<file path="config.mk">
export PLATFORM = sky130hd
export DESIGN_NAME = mem_stage_lsu_flat
export DESIGN_NICKNAME = d
export VERILOG_FILES = /design/src/rtl/mem_stage_lsu_pkg.sv /design/src/rtl/mem_stage_lsu_if.sv /design/src/rtl/mem_stage_lsu_align.sv /design/src/rtl/mem_stage_lsu.sv /design/src/flat_wrapper.sv
export SDC_FILE = /design/constraint.sdc
export NUM_CORES = 1
export LEC_CHECK = 0
export CAP_MARGIN = 20
export CORE_MARGIN = 2
export CORE_UTILIZATION = 40
export CTS_CLUSTER_SIZE = 10
export DETAILED_ROUTE_END_ITERATION = 10
export HOLD_SLACK_MARGIN = 0.06
export PLACE_DENSITY = 0.74
export RECOVER_POWER = 100
export SETUP_SLACK_MARGIN = 0.3
export SLEW_MARGIN = 20
export SYNTH_ARGS = -nofsm -noshare
export SYNTH_HDL_FRONTEND = slang
export SYNTH_SLANG_ARGS = --single-unit
</file>
<file path="constraint.sdc">
create_clock -name clk -period 6.9 [get_ports clk]
set_input_delay 1.38 -clock clk [delete_from_list [all_inputs] [get_ports clk]]
set_output_delay 1.38 -clock clk [all_outputs]
set_load 0.05 [all_outputs]
</file>
<file path="src/rtl/mem_stage_lsu_pkg.sv">
`default_nettype none
// ============================================================================
//  Module   : mem_stage_lsu_pkg
//  Purpose  : Shared types and constants for the memory-stage load/store unit:
//             FSM state encoding, access-size codes (Funct3[1:0]) and byte-
//             strobe patterns, plus the alignment-fault helper.
//  Revision : 1.0 - initial release
// ============================================================================
package mem_stage_lsu_pkg;

    typedef enum logic [1:0] {
        S_IDLE = 2'd0,
        S_REQ  = 2'd1,
        S_WAIT = 2'd2,
        S_RESP = 2'd3
    } lsu_state_e;

    // Funct3[1:0] access size; Funct3[2] selects zero-extension on loads.
    localparam logic [1:0] c_SZ_B = 2'b00;
    localparam logic [1:0] c_SZ_H = 2'b01;
    localparam logic [1:0] c_SZ_W = 2'b10;

    localparam logic [3:0] c_STRB_B    = 4'b0001;
    localparam logic [3:0] c_STRB_H_LO = 4'b0011;
    localparam logic [3:0] c_STRB_H_HI = 4'b1100;
    localparam logic [3:0] c_STRB_W    = 4'b1111;

    // Halfword at an odd address, or word not on a 4-byte boundary.
    // Size code 2'b11 is treated as a word access.
    function automatic logic is_misaligned(input logic [2:0] funct3,
                                           input logic [1:0] lane);
        logic r;
        r = 1'b0;
        if (funct3[1:0] == c_SZ_H) begin
            r = lane[0];
        end else if (funct3[1]) begin
            r = (lane != 2'b00);
        end
        return r;
    endfunction

endpackage
`default_nettype wire

</file>
<file path="src/rtl/mem_stage_lsu_if.sv">
`default_nettype none
// ============================================================================
//  Module   : mem_stage_lsu_if
//  Purpose  : Data-memory bus (req/gnt/rvalid handshake) between the LSU and
//             the memory.
//  Ports    : mem_req, mem_we, mem_addr, mem_wdata, mem_wstrb  (LSU -> mem)
//             mem_gnt, mem_rvalid, mem_rdata                   (mem -> LSU)
//  Modports : master (LSU side), slave (memory side)
//  Revision : 1.0 - initial release
// ============================================================================
interface mem_stage_lsu_if #(
    parameter int ADDR_W = 32,
    parameter int DATA_W = 32
);
    logic                  mem_req;
    logic                  mem_we;
    logic [ADDR_W-1:0]     mem_addr;
    logic [DATA_W-1:0]     mem_wdata;
    logic [DATA_W/8-1:0]   mem_wstrb;
    logic                  mem_gnt;
    logic                  mem_rvalid;
    logic [DATA_W-1:0]     mem_rdata;

    modport master (
        output mem_req, mem_we, mem_addr, mem_wdata, mem_wstrb,
        input  mem_gnt, mem_rvalid, mem_rdata
    );

    modport slave (
        input  mem_req, mem_we, mem_addr, mem_wdata, mem_wstrb,
        output mem_gnt, mem_rvalid, mem_rdata
    );
endinterface
`default_nettype wire

</file>
<file path="src/rtl/mem_stage_lsu_align.sv">
`default_nettype none
// ============================================================================
//  Module   : mem_stage_lsu_align
//  Purpose  : Combinational data formatting for the LSU.
//             Store path: replicate byte/halfword across lanes, build strobes.
//             Load path : pick lane by address, sign/zero extend.
//  Ports    : st_funct3_i, st_lane_i, st_data_i -> st_wdata_o, st_wstrb_o
//             ld_funct3_i, ld_lane_i, ld_rdata_i -> ld_data_o
//  Revision : 1.0 - initial release
// ============================================================================
module mem_stage_lsu_align
    import mem_stage_lsu_pkg::*;
(
    input  logic [2:0]  st_funct3_i,
    input  logic [1:0]  st_lane_i,
    input  logic [31:0] st_data_i,
    output logic [31:0] st_wdata_o,
    output logic [3:0]  st_wstrb_o,
    input  logic [2:0]  ld_funct3_i,
    input  logic [1:0]  ld_lane_i,
    input  logic [31:0] ld_rdata_i,
    output logic [31:0] ld_data_o
);

    logic [7:0]  w_byte;
    logic [15:0] w_half;
    logic        w_sext;

    always_comb begin
        st_wdata_o = st_data_i;
        st_wstrb_o = c_STRB_W;
        case (st_funct3_i[1:0])
            c_SZ_B: begin
                st_wdata_o = {4{st_data_i[7:0]}};
                st_wstrb_o = c_STRB_B << st_lane_i;
            end
            c_SZ_H: begin
                st_wdata_o = {2{st_data_i[15:0]}};
                // Bit 0 is ignored: the halfword lane comes from bit 1 only.
                st_wstrb_o = st_lane_i[1] ? c_STRB_H_HI : c_STRB_H_LO;
            end
            default: ;
        endcase
    end

    always_comb begin
        w_byte    = ld_rdata_i[{ld_lane_i, 3'b000} +: 8];
        w_half    = ld_lane_i[1] ? ld_rdata_i[31:16] : ld_rdata_i[15:0];
        w_sext    = ~ld_funct3_i[2];
        ld_data_o = ld_rdata_i;
        case (ld_funct3_i[1:0])
            c_SZ_B:  ld_data_o = {{24{w_sext & w_byte[7]}}, w_byte};
            c_SZ_H:  ld_data_o = {{16{w_sext & w_half[15]}}, w_half};
            default: ;
        endcase
    end

endmodule
`default_nettype wire

</file>
<file path="src/rtl/mem_stage_lsu.sv">
`default_nettype none
// ============================================================================
//  Module   : mem_stage_lsu
//  Purpose  : Memory-stage load/store unit. Runs one bus transaction per
//             load/store in M, stalls the pipeline until the response is
//             captured, then presents formatted load data for MEM/WB.
//  Ports    : clk, rst (async, active high)
//             MemReadM, MemWriteM, Funct3M, ALUResultM, WriteDataM, FlushM
//             bus (mem_stage_lsu_if.master)
//             ReadDataM, StallM, BusErrM
//  Config   : LSU_MISALIGN_TRAP_EN - misaligned H/W accesses fault without
//             touching the bus. Undefined: low address bits are ignored.
//  Revision : 1.0 - initial release
// ============================================================================
module mem_stage_lsu
    import mem_stage_lsu_pkg::*;
#(
    parameter int ADDR_W  = 32,
    parameter int DATA_W  = 32,
    parameter int TIMEOUT = 255
) (
    input  logic              clk,
    input  logic              rst,
    input  logic              MemReadM,
    input  logic              MemWriteM,
    input  logic [2:0]        Funct3M,
    input  logic [31:0]       ALUResultM,
    input  logic [31:0]       WriteDataM,
    input  logic              FlushM,
    mem_stage_lsu_if.master   bus,
    output logic [31:0]       ReadDataM,
    output logic              StallM,
    output logic              BusErrM
);

    localparam int             c_CNT_W   = (TIMEOUT < 1) ? 1 : $clog2(TIMEOUT + 1);
    localparam logic [c_CNT_W-1:0] c_TMO = c_CNT_W'(TIMEOUT);

    lsu_state_e           state_q;
    logic                 req_q;
    logic                 we_q;
    logic [ADDR_W-1:0]    addr_q;
    logic [DATA_W-1:0]    wdata_q;
    logic [3:0]           wstrb_q;
    logic [2:0]           funct3_q;
    logic [1:0]           lane_q;
    logic [c_CNT_W-1:0]   cnt_q;
    logic [c_CNT_W-1:0]   cnt_d;
    logic [31:0]          rdata_q;
    logic                 err_q;

    logic                 w_op;
    logic                 w_misalign;
    logic [31:0]          w_st_wdata;
    logic [3:0]           w_st_wstrb;
    logic [31:0]          w_ld_data;

    assign w_op  = MemReadM | MemWriteM;
    assign cnt_d = cnt_q + 1'b1;

`ifdef LSU_MISALIGN_TRAP_EN
    assign w_misalign = is_misaligned(Funct3M, ALUResultM[1:0]);
`else
    assign w_misalign = 1'b0;
`endif

    // Store data/strobes formatted from the live M-stage inputs (latched on
    // issue); load data formatted from the lane/size latched at issue.
    mem_stage_lsu_align u_align (
        .st_funct3_i (Funct3M),
        .st_lane_i   (ALUResultM[1:0]),
        .st_data_i   (WriteDataM),
        .st_wdata_o  (w_st_wdata),
        .st_wstrb_o  (w_st_wstrb),
        .ld_funct3_i (funct3_q),
        .ld_lane_i   (lane_q),
        .ld_rdata_i  (bus.mem_rdata),
        .ld_data_o   (w_ld_data)
    );

    always_ff @(posedge clk or posedge rst) begin
        if (rst) begin
            state_q  <= S_IDLE;
            req_q    <= 1'b0;
            we_q     <= 1'b0;
            addr_q   <= '0;
            wdata_q  <= '0;
            wstrb_q  <= '0;
            funct3_q <= '0;
            lane_q   <= '0;
            cnt_q    <= '0;
            rdata_q  <= '0;
            err_q    <= 1'b0;
        end else begin
            // Error is a single-cycle pulse aligned with RESP.
            err_q <= 1'b0;
            case (state_q)
                S_IDLE: begin
                    if (w_op && !FlushM) begin
                        // A load+store combination is issued as a store.
                        we_q     <= MemWriteM;
                        addr_q   <= {ALUResultM[ADDR_W-1:2], 2'b00};
                        wdata_q  <= w_st_wdata;
                        wstrb_q  <= w_st_wstrb;
                        funct3_q <= Funct3M;
                        lane_q   <= ALUResultM[1:0];
                        if (w_misalign) begin
                            rdata_q <= '0;
                            err_q   <= 1'b1;
                            state_q <= S_RESP;
                        end else begin
                            req_q   <= 1'b1;
                            state_q <= S_REQ;
                        end
                    end
                end
                S_REQ: begin
                    // Once granted the transaction is committed, so a flush
                    // in the same cycle does not abandon it.
                    if (bus.mem_gnt) begin
                        req_q   <= 1'b0;
                        cnt_q   <= '0;
                        state_q <= S_WAIT;
                    end else if (FlushM) begin
                        req_q   <= 1'b0;
                        state_q <= S_IDLE;
                    end
                end
                S_WAIT: begin
                    if (bus.mem_rvalid) begin
                        if (!we_q) begin
                            rdata_q <= w_ld_data;
                        end
                        state_q <= S_RESP;
                    end else if (cnt_q == c_TMO) begin
                        rdata_q <= '0;
                        err_q   <= 1'b1;
                        state_q <= S_RESP;
                    end else begin
                        cnt_q <= cnt_d;
                    end
                end
                S_RESP: begin
                    state_q <= S_IDLE;
                end
                default: begin
                    state_q <= S_IDLE;
                end
            endcase
        end
    end

    assign bus.mem_req   = req_q;
    assign bus.mem_we    = we_q;
    assign bus.mem_addr  = addr_q;
    assign bus.mem_wdata = wdata_q;
    assign bus.mem_wstrb = wstrb_q;

    assign ReadDataM = rdata_q;
    assign BusErrM   = err_q;
    assign StallM    = w_op & ~FlushM & (state_q != S_RESP);

endmodule
`default_nettype wire
</file>
<file path="src/flat_wrapper.sv">
// flat-port wrapper written by rule: the top's interface ports become plain ports
module mem_stage_lsu_flat import mem_stage_lsu_pkg::*;
#(
    parameter int ADDR_W  = 32,
    parameter int DATA_W  = 32,
    parameter int TIMEOUT = 255
)
  (clk, rst, MemReadM, MemWriteM, Funct3M, ALUResultM, WriteDataM, FlushM, ReadDataM, StallM, BusErrM, bus_mem_req, bus_mem_we, bus_mem_addr, bus_mem_wdata, bus_mem_wstrb, bus_mem_gnt, bus_mem_rvalid, bus_mem_rdata);
  mem_stage_lsu_if #(.ADDR_W(ADDR_W), .DATA_W(DATA_W)) bus_i ();
  input  logic clk;
  input  logic rst;
  input  logic MemReadM;
  input  logic MemWriteM;
  input  logic [2:0] Funct3M;
  input  logic [31:0] ALUResultM;
  input  logic [31:0] WriteDataM;
  input  logic FlushM;
  output logic [31:0] ReadDataM;
  output logic StallM;
  output logic BusErrM;
  output wire logic [$bits(bus_i.mem_req)-1:0] bus_mem_req;
  output wire logic [$bits(bus_i.mem_we)-1:0] bus_mem_we;
  output wire logic [$bits(bus_i.mem_addr)-1:0] bus_mem_addr;
  output wire logic [$bits(bus_i.mem_wdata)-1:0] bus_mem_wdata;
  output wire logic [$bits(bus_i.mem_wstrb)-1:0] bus_mem_wstrb;
  input wire logic [$bits(bus_i.mem_gnt)-1:0] bus_mem_gnt;
  input wire logic [$bits(bus_i.mem_rvalid)-1:0] bus_mem_rvalid;
  input wire logic [$bits(bus_i.mem_rdata)-1:0] bus_mem_rdata;
  assign bus_mem_req = bus_i.mem_req;
  assign bus_mem_we = bus_i.mem_we;
  assign bus_mem_addr = bus_i.mem_addr;
  assign bus_mem_wdata = bus_i.mem_wdata;
  assign bus_mem_wstrb = bus_i.mem_wstrb;
  assign bus_i.mem_gnt = bus_mem_gnt;
  assign bus_i.mem_rvalid = bus_mem_rvalid;
  assign bus_i.mem_rdata = bus_mem_rdata;
  mem_stage_lsu #(.ADDR_W(ADDR_W), .DATA_W(DATA_W), .TIMEOUT(TIMEOUT)) u_core (.clk(clk), .rst(rst), .MemReadM(MemReadM), .MemWriteM(MemWriteM), .Funct3M(Funct3M), .ALUResultM(ALUResultM), .WriteDataM(WriteDataM), .FlushM(FlushM), .bus(bus_i), .ReadDataM(ReadDataM), .StallM(StallM), .BusErrM(BusErrM));
endmodule
</file>
=== Word-level counts from Yosys, hierarchy flattened ===
Cells that the tools add are included.
W data, S select, Z words.

* Add/sub/neg operators: 1
* Multipliers: 0
* Div/mod/pow operators: 0
* $lt $le $gt $ge: 0
* Equality and inequality tests: 14
* Shift operators: 2
* Multiplexer cells: 25
* Bitwise logic cells: 7
* Reduce and logical (&&, ||, !) cells: 13

{| class="wikitable"
|+ Operators with widths
! cell !! number
|-
| $pmux W32 S2 || 2
|-
| $mux W32 || 3
|-
| $shiftx A32 B6 Y8 || 1
|-
| $mux W8 || 3
|-
| $mux W16 || 1
|-
| $pmux W8 S2 || 1
|-
| $mux W2 || 5
|-
| $ne A2 B2 Y1 const B || 5
|-
| $reduce_and A3 Y1 || 3
|-
| $add A8 B1 Y8 const B || 1
|-
| $eq A8 B8 Y1 const B || 1
|-
| $pmux W2 S4 || 1
|-
| $pmux W4 S2 || 1
|-
| $eq A2 B1 Y1 const B || 3
|-
| $logic_not A2 Y1 || 3
|-
| $mux W1 || 6
|-
| $reduce_bool A2 Y1 || 3
|-
| $and A1 B1 Y1 || 4
|-
| $eq A2 B2 Y1 const B || 2
|-
| $mux W4 || 1
|-
| $reduce_and A4 Y1 || 1
|-
| $shl A1 B2 Y4 const A || 1
|-
| $ne A3 B2 Y1 const B || 1
|-
| $ne A3 B3 Y1 const B || 1
|-
| other kinds (7) || 8
|}

* Register bits after elaboration: 116
* Latch bits: 0
* RAM bits: 0
* Bits in read-only memories: 0
* Input port bits: 106
* Word-level logic and storage cells: 73
* Memories kept: 0

=== Logic depth before layout (Yosys ltp) ===
* Word-level depth: 5
* Depth in mapped cells: 6
* Gate-level depth less buffers: 5

=== Hierarchy ===
From an unflattened synthesis, not the netlist that was laid out.

* Cells, all modules: 560
* Area, all modules: 6,010.8 sq um

{| class="wikitable"
|+ By module, submodules not included
! module !! instances !! cells an instance !! area an instance (sq um) !! sequential area each (sq um)
|-
| mem_stage_lsu || 1 || 373 || 4,809.6 || 2,902.8
|-
| mem_stage_lsu_align || 1 || 187 || 1,201.2 || 0.0
|}

=== Worst setup path before layout ===
Ideal clock, no wire load.

* Kind: input -> output
* Start point: in FlushM
* End point: out StallM
* Arrival time: 2.349 ns
* Required time: 5.520 ns
* Path slack: 3.171 ns
* Stages on the path: 2
* Path buffers: 0
* Path through: o21bai_1 -> a21oi_1

* Longest elaborated chain between the ends: 3

{| class="wikitable"
|+ Ends and longest elaborated chain
! what !! RTL line !! RTL
|-
| start: declaration || flat_wrapper.sv:17 || <nowiki>input logic FlushM;</nowiki>
|-
| $not A1 Y1 || mem_stage_lsu.sv:161 || <nowiki>assign StallM = w_op & ~FlushM & (state_q != S_RESP);</nowiki>
|-
| $and A1 B1 Y1 (2 in series) || mem_stage_lsu.sv:161 ||
|-
| end: declaration || flat_wrapper.sv:19 || <nowiki>output logic StallM;</nowiki>
|}

No other way between the ends.

=== Worst setup path after layout ===
* Start point: in MemWriteM
* End point: reg u_core.wdata_q[17] (netlist: u_core.bus.mem_wdata[17])

* Longest elaborated chain between the ends: 3

{| class="wikitable"
|+ Ends and longest elaborated chain
! what !! RTL line !! RTL
|-
| start: declaration || flat_wrapper.sv:13 || <nowiki>input logic MemWriteM;</nowiki>
|-
| $or A1 B1 Y1 || mem_stage_lsu.sv:58 || <nowiki>assign w_op = MemReadM | MemWriteM;</nowiki>
|-
| $logic_and A1 B1 Y1 || mem_stage_lsu.sv:99 || <nowiki>if (w_op && !FlushM) begin</nowiki>
|-
| $reduce_and A2 Y1 (no source line) || n/a ||
|-
| end signal: assignment || mem_stage_lsu.sv:103 || <nowiki>wdata_q <= w_st_wdata;</nowiki>
|-
| end: declaration || mem_stage_lsu.sv:43 || <nowiki>logic [DATA_W-1:0] wdata_q;</nowiki>
|}

No other way between the ends.
A chain may end at the register's enable or synchronous reset.

==> flow_summary.toml <==
[cells_and_area]
syn_to_final_growth_pct = 51.6
final_common_cell = "nand2_1"
drive_above_1_share = 0.0507
diodes = 0
final_cell_mix = "nand2_1, dfrtp_1, dlygate4sd3_1"
final_nets = 845
n_fill_cell = 1085

[synth]
muxShareOfSynthArea = 0.0774
synth_flop_cell = "dfrtp_1"
synth_edf_count = 0
yosysWarningCount = 0
synthCells = 539
async_reset_ff_frac = 1.00
ys_seq_elements = 116
syn_area_per_cell_um2 = 9.72
yosys.area_share.simple = 0.188
synth.distinct_cells = 40
synth_fa_ha_area_frac = 0.00239
ys_seq_area_frac = 0.554
synth_top_family_by_area = "simple AND/OR/NAND/NOR gates"
netlist_area_um2 = 5240
synth_xor_area_frac = 0.00167
synth_compound_gate_area_share = 0.143

[worst_setup_path]
path_max_fanout = 70
end_kind = "register"
arrival_ns = 5.28
crit_type = "in2reg"
required_ns = 7.07
cp-start-kind = "input pin"

[sta]
fmax_ghz = 0.195
period_share = 0.742
relSlewSlack = -0.702
maxSlewViolCount = 241
finalClockSkew_ns = 0.00456
finalCriticalPeriod_ns = 5.12
tns_ns = 0
hold_viol_final = 0
rsz0062_at_grt = "no"
setup_violations = 0
worst_pin_slew_ns = 2.55

[floorplanning]
die_y_um = 118
core_um2 = 12700
dieArea_um2 = 14000
num_rows = 41
ios = 210
start_util = 0.412
die_w_um = 118

[drt]
drtIter0Drc = 319
viasPerCell = 5.18
finalWirelength_um = 15300
drtPass1Iterations = 4
num_vias = 4767
antenna_left = 0
route.detailed.drc = 0
wl_per_cell_um = 16.6

[global_route]
grt_pass1_vias = 4822
grt_max_degree = 82
grt-ovfl-total = 0
antenna_found_initial = 0
grt_pass1_wl_um = 24900
grt.total_usage = 0.224

[clock_network]
cts.clk_slew.worst_paths_ns = 0.05
root_buffer = "clkbuf_16"
cts_setup_buffers = 0
clkLatencyLatePin_ns = 0.41
cts_made_buffers = 17
clockBufferDepth = 2
htreeDepth = 4
cts_tree = "built"
postCtsHoldBufs = 0
ctsResizeCount = 0
clkSinkCount = 116

[min_path]
hold_path_class = "reg2reg"

[outcome]
violations = "max-capacitance violations, max-slew violations"
status = "finished with violations"

[placed_design]
dp_hpwl_um = 11000
placement.io_buffers = 207
gp_congestion = 0.825

[power_and_ir_drop]
vdd_drop_max_mv = 0.315
p_total_uw = 4060
leakage_uw = 0.00366
power.density_nw_per_um2 = 512

[job]
max-cap-violations = 4
[per-stage QoR]
stage	instance area, µm²	worst slack, ns	cells	utilization	hold slack (ns)
2_1_floorplan	5240	2.45	540	-	0.462
3_3_place_gp	7440	2.55	891	0.585	0.456
3_5_place_dp	7440	2.53	891	0.585	0.463
4_1_cts	7970	2.52	921	0.626	0.476
5_1_grt	7940	1.34	921	0.624	0.483
6_report	7940	1.78	921	0.624	0.466
[worst max-delay path, stage by stage]
cell,delay [ns]
dlygate4sd3_1,0.56
o21bai_1,0.33
or3_1,0.73
clkbuf_1,1.87
o21ai_0,0.38
[cell type report]
cell class,count,area (µm²),share of cell area
clock buffer,25,505,0.0637
clock inverter,5,25.0,0.00315
inverter,7,27.5,0.00347
multi-input combinational,384,2170,0.273
sequential,116,2900,0.366
tap,172,215,0.0271
timing repair buffer,212,2090,0.263
[state kept, by name (all words and copies together) (netlist names), named ones only]
signal                flops
u_core.ReadDataM         32
u_core.bus.mem_wdata     32
u_core.bus.mem_wstrb      4
u_core.state_q            1
u_core.bus.mem_req        1
u_core.lane_q             2
u_core.bus.mem_addr      30
u_core.funct3_q           3
u_core.BusErrM            1
u_core.cnt_q              8
u_core.bus.mem_we         1
[cell usage after synthesis (3+ instances only)]
master / n / share of area
inv_1: 6 / 0.0043
nand2b_1: 11 / 0.013
dfrtp_1: 116 / 0.55
nand2_1: 167 / 0.12
buf_4: 4 / 0.0057
mux2i_1: 36 / 0.069
nand4_1: 3 / 0.0036
clkbuf_1: 24 / 0.017
nand3_1: 5 / 0.0048
a221o_1: 16 / 0.031
or3_1: 9 / 0.011
o2bb2ai_1: 7 / 0.012
a31oi_1: 4 / 0.0048
a32o_1: 8 / 0.015
o21ai_0: 50 / 0.048
nor2_1: 20 / 0.014
a21oi_1: 20 / 0.019
[final timing paths]
| check | slack, ns | endpoint | depth (start not counted) | startpoint |
|---|---|---|---|---|
| setup / recovery | 1.78 | u_core.bus.mem_wdata[17] | 5 | MemWriteM |
| hold / removal | 0.47 | u_core.bus.mem_addr[17] | 2 | u_core.bus.mem_addr[17] |
| setup reg to reg | 3.08 | u_core.bus.mem_wdata[17] | 3 | u_core.state_q[0] |
| hold reg to reg | 0.47 | u_core.bus.mem_addr[17] | 2 | u_core.bus.mem_addr[17] |
| max in group asynchronous | 2.53 | u_core.ReadDataM[14] | 3 | rst |
| min in group asynchronous | 1.81 | u_core.bus.mem_addr[18] | 2 | rst |
[power by group]
| group | switching, µW | internal (µW) | leakage, µW |
|---|---|---|---|
| sequential | 203 | 976 | 0.00145 |
| combinational | 1450 | 646 | 0.00194 |
| clock | 284 | 498 | 0.000269 |
| total | 1940 | 2120 | 0.00366 |
[routing by layer]
metal	vias to the layer above	track usage	wire, µm
li1	2260	-	-
met1	2290	0.271	6200
met2	187	0.372	7540
met3	30	0.0743	1270
met4	0	0.0848	302
met5	-	0	0
[kinds of logic (layout without fill, tap and decap cells)]
| kind of cell | Yosys count | after routing |
|---|---|---|
| AND/OR/NAND/NOR | 227 | 227 |
| AO/OA/AOI/OAI | 114 | 114 |
| buffers and inverters | 40 | 249 |
| flip-flops | 116 | 116 |
| other | 1 | 2 |
| XOR/XNOR | 1 | 1 |
| multiplexers | 39 | 39 |
| adder cells (fa/ha/maj) | 1 | 1 |
Power figures use the tool's default switching activity.
